**config.mk**
```make
export PLATFORM = sky130hd
export DESIGN_NAME = demux_1_4
export DESIGN_NICKNAME = d
export VERILOG_FILES = /design/src/rtl/demux_1_4.sv
export SDC_FILE = /design/constraint.sdc
export NUM_CORES = 1
export LEC_CHECK = 0
export ABC_AREA = 1
export BUFFER_PORTS_ARGS = -buffer_cell sky130_fd_sc_hd__buf_2
export CORE_AREA = 2 2 39 41
export CTS_CLUSTER_DIAMETER = 120
export DETAILED_ROUTE_END_ITERATION = 6
export DIE_AREA = 0 0 41 43
export HOLD_SLACK_MARGIN = 0.02
export PLACE_DENSITY = 0.49
export REMOVE_ABC_BUFFERS = 1
export SETUP_SLACK_MARGIN = 0.3
export SYNTH_ARGS = -nofsm -noshare
export SYNTH_HDL_FRONTEND = slang
export SYNTH_SLANG_ARGS = --single-unit
```
**constraint.sdc**
```tcl
create_clock -name clk -period 1.2 [get_ports clk]
set_clock_uncertainty 0.1 [all_clocks]
set_input_delay 0.24 -clock clk [delete_from_list [all_inputs] [get_ports clk]]
set_output_delay 0.24 -clock clk [all_outputs]
set_load 0.02 [all_outputs]
```
**src/rtl/demux_1_4.sv**
```systemverilog
// 1-to-4 demultiplexer: routes `in` onto the lane chosen by `sel` and zeroes the others.
// REG_OUT selects a one-cycle registered output (async active-low reset) or a purely combinational path.
module demux_1_4 #(
  parameter int DATA_W  = 1,
  parameter int REG_OUT = 1
) (
  input  logic                  clk,
  input  logic                  rst_n,
  input  logic [DATA_W-1:0]     in,
  input  logic [1:0]            sel,
  output logic [4*DATA_W-1:0]   y,
  output logic [3:0]            lane_act
);

  function automatic logic [3:0] decode_sel(input logic [1:0] s);
    logic [3:0] onehot;
    onehot = 4'b0000;
    case (s)
      2'd0:    onehot = 4'b0001;
      2'd1:    onehot = 4'b0010;
      2'd2:    onehot = 4'b0100;
      2'd3:    onehot = 4'b1000;
      default: onehot = 4'b0000;
    endcase
    return onehot;
  endfunction

  // Lanes are gated by the one-hot decode, so at most one lane can ever be nonzero.
  function automatic logic [4*DATA_W-1:0] route_lanes(input logic [DATA_W-1:0] d,
                                                      input logic [3:0]        act);
    logic [4*DATA_W-1:0] lanes;
    lanes = '0;
    for (int k = 0; k < 4; k++) begin
      lanes[k*DATA_W +: DATA_W] = act[k] ? d : '0;
    end
    return lanes;
  endfunction

  logic [3:0]          w_lane_act_p0;
  logic [4*DATA_W-1:0] w_y_p0;

  // Stage p0: combinational decode and routing
  always_comb begin
    w_lane_act_p0 = decode_sel(sel);
    w_y_p0        = route_lanes(in, w_lane_act_p0);
  end

  generate
    if (REG_OUT != 0) begin : g_reg
      logic [3:0]          r_lane_act_p1;
      logic [4*DATA_W-1:0] r_y_p1;

      // Stage p1: output registers, cleared immediately on reset so no stale lane survives
      always_ff @(posedge clk or negedge rst_n) begin
        if (!rst_n) begin
          r_lane_act_p1 <= 4'b0000;
          r_y_p1        <= '0;
        end else begin
          r_lane_act_p1 <= w_lane_act_p0;
          r_y_p1        <= w_y_p0;
        end
      end

      assign lane_act = r_lane_act_p1;
      assign y        = r_y_p1;
    end else begin : g_comb
      logic w_unused_clk_rst;
      assign w_unused_clk_rst = clk ^ rst_n;
      assign lane_act         = w_lane_act_p0;
      assign y                = w_y_p0;
    end
  endgenerate

endmodule

```
==> impl_results.html <==
<table>
<tr><th>Metric</th><th>Value</th></tr>
<tr><th colspan="2">Power and ir drop</th></tr>
<tr><td>PD cells</td><td>1320 nW/um2</td></tr>
<tr><td>Static leakage</td><td>0.253 nW</td></tr>
<tr><td>Worst voltage drop across the vdd grid</td><td>0.371 mV</td></tr>
<tr><th colspan="2">STA</th></tr>
<tr><td>Final Slew Violations</td><td>0</td></tr>
<tr><td>Clock period minus worst slack</td><td>1.09 ns</td></tr>
<tr><td>RSZ-0062 raised after global routing</td><td>true</td></tr>
<tr><td>Slew of the pin with the lowest slew margin</td><td>0.174 ns</td></tr>
<tr><td>Setup TNS after final layout</td><td>0 ns</td></tr>
<tr><td>Hold Violations, Final</td><td>0</td></tr>
<tr><td>Tightest slew margin relative to the limit</td><td>0.884</td></tr>
<tr><td>Highest achievable clock rate</td><td>0.921 GHz</td></tr>
<tr><td>Post-route fraction of the period consumed by the critical path</td><td>0.905</td></tr>
<tr><td>Number of setup violations in the final report</td><td>0</td></tr>
<tr><th colspan="2">Synthesis</th></tr>
<tr><td>Share of cell area taken by muxes after synthesis</td><td>0</td></tr>
<tr><td>Main combinational cell family by area after synthesis</td><td>simple AND/OR/NAND/NOR gates</td></tr>
<tr><td>Fraction of the mapped netlist area in compound gates</td><td>0</td></tr>
<tr><td>Count of state elements after synthesis</td><td>8</td></tr>
<tr><td>Total of warnings raised by yosys</td><td>0</td></tr>
<tr><td>Gate Count Post-Synth</td><td>23</td></tr>
<tr><td>Adder-cell share of the synthesized area</td><td>0</td></tr>
<tr><td>Dominant cells by area after synthesis</td><td>dfrtp_1 (78%), inv_1 (10%), nand2_1 (5.9%)</td></tr>
<tr><td>Simple-gate portion of the synthesized area</td><td>0.117</td></tr>
<tr><td>Top-area cell type share of the netlist area</td><td>0.780</td></tr>
<tr><td>Proportion of synthesized chip area in sequential cells</td><td>0.780</td></tr>
<tr><td>Avg Inst Size Synth</td><td>11.2 um2</td></tr>
<tr><td>Synth unique cells</td><td>4</td></tr>
<tr><td>Cell Area, Synth</td><td>256 um2</td></tr>
<tr><td>Cell accounting for the most synthesized area</td><td>dfrtp_1</td></tr>
<tr><td>Post-Synth XOR/XNOR Area</td><td>0</td></tr>
<tr><th colspan="2">Run status</th></tr>
<tr><td>Status</td><td>completed</td></tr>
<tr><th colspan="2">Layout</th></tr>
<tr><td>Fraction of layout cells with a size suffix above 1</td><td>0.385</td></tr>
<tr><td>Final-stage net count</td><td>46</td></tr>
<tr><td>Area growth from synthesis to final layout</td><td>63.4%</td></tr>
<tr><td>Number of antenna repair diodes</td><td>0</td></tr>
<tr><td>Final cell utilization of the core</td><td>0.303</td></tr>
<tr><td>Final standard cell area without fillers</td><td>419 um2</td></tr>
<tr><td>Most frequent cells in the layout</td><td>dfrtp_1 (8), buf_6 (8), inv_1 (7)</td></tr>
<tr><th colspan="2">Min path</th></tr>
<tr><td>Tightest Hold Check Type</td><td>input pin to flip-flop</td></tr>
<tr><th colspan="2">Global route</th></tr>
<tr><td>Largest net degree at the start of global routing</td><td>9</td></tr>
<tr><td>GRT Resource Usage Total</td><td>0.0660</td></tr>
<tr><td>First-pass GRT wire length</td><td>731 um</td></tr>
<tr><td>Final global-route overflow total</td><td>0</td></tr>
<tr><td>Vias in the first global route</td><td>195</td></tr>
<tr><td>Number of antenna violations at the first check in global routing</td><td>0</td></tr>
<tr><th colspan="2">Critical path</th></tr>
<tr><td>Cell class contributing the biggest share of worst-path delay</td><td>flip-flops</td></tr>
<tr><td>Largest fanout on the critical path</td><td>1</td></tr>
<tr><td>Crit path arrival time</td><td>0.75 ns</td></tr>
<tr><td>CP max stage cell</td><td>dfrtp_1</td></tr>
<tr><td>WS Path Type</td><td>flip-flop to output pin</td></tr>
<tr><td>Category of the worst setup path capture point</td><td>output pin</td></tr>
<tr><td>Delay of the slowest cell on the worst path</td><td>0.37 ns</td></tr>
<tr><td>Cells along the critical path</td><td>buf_6</td></tr>
<tr><td>Count of buffer and inverter cells on the critical path</td><td>1</td></tr>
<tr><td>Kind of start point of the critical path</td><td>flip-flop</td></tr>
<tr><td>WP data required</td><td>0.86 ns</td></tr>
<tr><th colspan="2">Placement</th></tr>
<tr><td>Final RePlAce weighted congestion</td><td>0.683</td></tr>
<tr><td>Number of port buffers</td><td>12</td></tr>
<tr><td>Post-DP HPWL</td><td>359 um</td></tr>
<tr><td>Post-placement cell area</td><td>337 um2</td></tr>
<tr><th colspan="2">Route</th></tr>
<tr><td>Post-detailed-route via-to-cell ratio</td><td>3.38</td></tr>
<tr><td>Met2 routed wirelength</td><td>237 um</td></tr>
<tr><td>Highest metal layer with signal wires</td><td>met3</td></tr>
<tr><td>Final routed wirelength across all metal layers</td><td>426 um</td></tr>
<tr><td>Iteration-0 DRC Markers</td><td>0</td></tr>
<tr><td>Length of routed wiring on met1</td><td>159 um</td></tr>
<tr><td>Antenna Violating Nets Remaining</td><td>0</td></tr>
<tr><td>DRC violation count after routing</td><td>0</td></tr>
<tr><td>Wire length on met3</td><td>29 um</td></tr>
<tr><td>Post-DR wirelength/cell</td><td>7.75 um</td></tr>
<tr><td>Drt first pass iters</td><td>1</td></tr>
<tr><td>Number of vias after detailed routing</td><td>186</td></tr>
<tr><th colspan="2">Floorplanning</th></tr>
<tr><td>Die boundary height</td><td>43 um</td></tr>
<tr><td>Site Rows</td><td>14</td></tr>
<tr><td>Die W</td><td>41 um</td></tr>
<tr><td>Starting utilization of the core area</td><td>0.185</td></tr>
<tr><td>Core ar.</td><td>1380 um2</td></tr>
<tr><td>Die footprint</td><td>1760 um2</td></tr>
<tr><td>I/O pin count</td><td>13</td></tr>
<tr><th colspan="2">CTS</th></tr>
<tr><td>Number of sinks driven by the clock tree</td><td>8</td></tr>
<tr><td>CTS Root Cell</td><td>clkbuf_4</td></tr>
<tr><td># Post-CTS Setup Buffers</td><td>0</td></tr>
<tr><td>Maximum clock path buffer count</td><td>2</td></tr>
<tr><td>Register clock-pin slew on the reported worst setup and hold paths</td><td>0.05 ns</td></tr>
<tr><td>TritonCTS clock tree</td><td>built</td></tr>
<tr><td>Number of H-tree levels</td><td>1</td></tr>
<tr><td>Cts bufs inserted</td><td>3</td></tr>
<tr><th colspan="2">Flow run</th></tr>
<tr><td>Maxcap violations</td><td>0</td></tr>
</table>
[final timing paths]
kind,slack [ns],startpoint,cells after the start,end
max,0.11,lane_act[1]$_DFF_PN0_,1,lane_act[1]
min,0.14,sel[0],3,lane_act[3]$_DFF_PN0_
max in group asynchronous,0.58,rst_n,2,lane_act[1]$_DFF_PN0_
min in group asynchronous,0.26,rst_n,2,lane_act[2]$_DFF_PN0_
[metrics by stage]
step | power [mW] | instances | worst slack, ns | hold WS [ns]
2_1_floorplan | 0.317 | 23 | 0.444 | -0.156
3_3_place_gp | 0.343 | 51 | 0.362 | -0.0124
3_5_place_dp | 0.344 | 51 | 0.357 | -0.0106
4_1_cts | 0.561 | 55 | 0.0993 | 0.137
5_1_grt | 0.593 | 55 | 0.0738 | 0.152
6_report | 0.552 | 55 | 0.114 | 0.141
[where the power goes]
part | internal (mW) | total (mW) | switching (mW)
Sequential | 0.282 | 0.288 | 0.00534
Combinational | 0.0332 | 0.0705 | 0.0373
Clock | 0.114 | 0.193 | 0.0798
Total | 0.429 | 0.552 | 0.122
[cells by family (layout without fill, tap and decap cells)]
family	Yosys count	in the layout
buffers and inverters	7	23
AND/OR/NAND/NOR	8	8
flip-flops	8	8
[layout make-up]
cell class	count	area, um2
tap	16	20.0
fill	139	965
timing repair buffer	13	120
clock buffer	3	22.5
multi-input combinational	8	30.0
sequential	8	200
inverter	7	26.3
[state kept, by name, summed over array words and instances, names as in the netlist]
signal and count:
y 4, lane_act 4
[layer usage]
layer / up-vias / global-route usage
met4: 0 / 0.0800
li1: 96 / -
met1: 81 / 0.0667
met2: 9 / 0.0938
met5: - / 0
met3: 0 / 0.0157
[what timing repair did]
| item | in CTS | in global routing |
|---|---|---|
| resized for setup | 16 | 0 |
| setup endpoints to repair | 8 | 8 |
| gates cloned | 0 | 0 |
| hold buffers | 1 | 0 |
| endpoints found under the hold margin | 8 | 0 |
[synth_stat cells, drive strengths merged]
cell type,number
dfrtp,8
inv,7
nand2,4
nor2,4
Power figures use the tool's default switching activity.
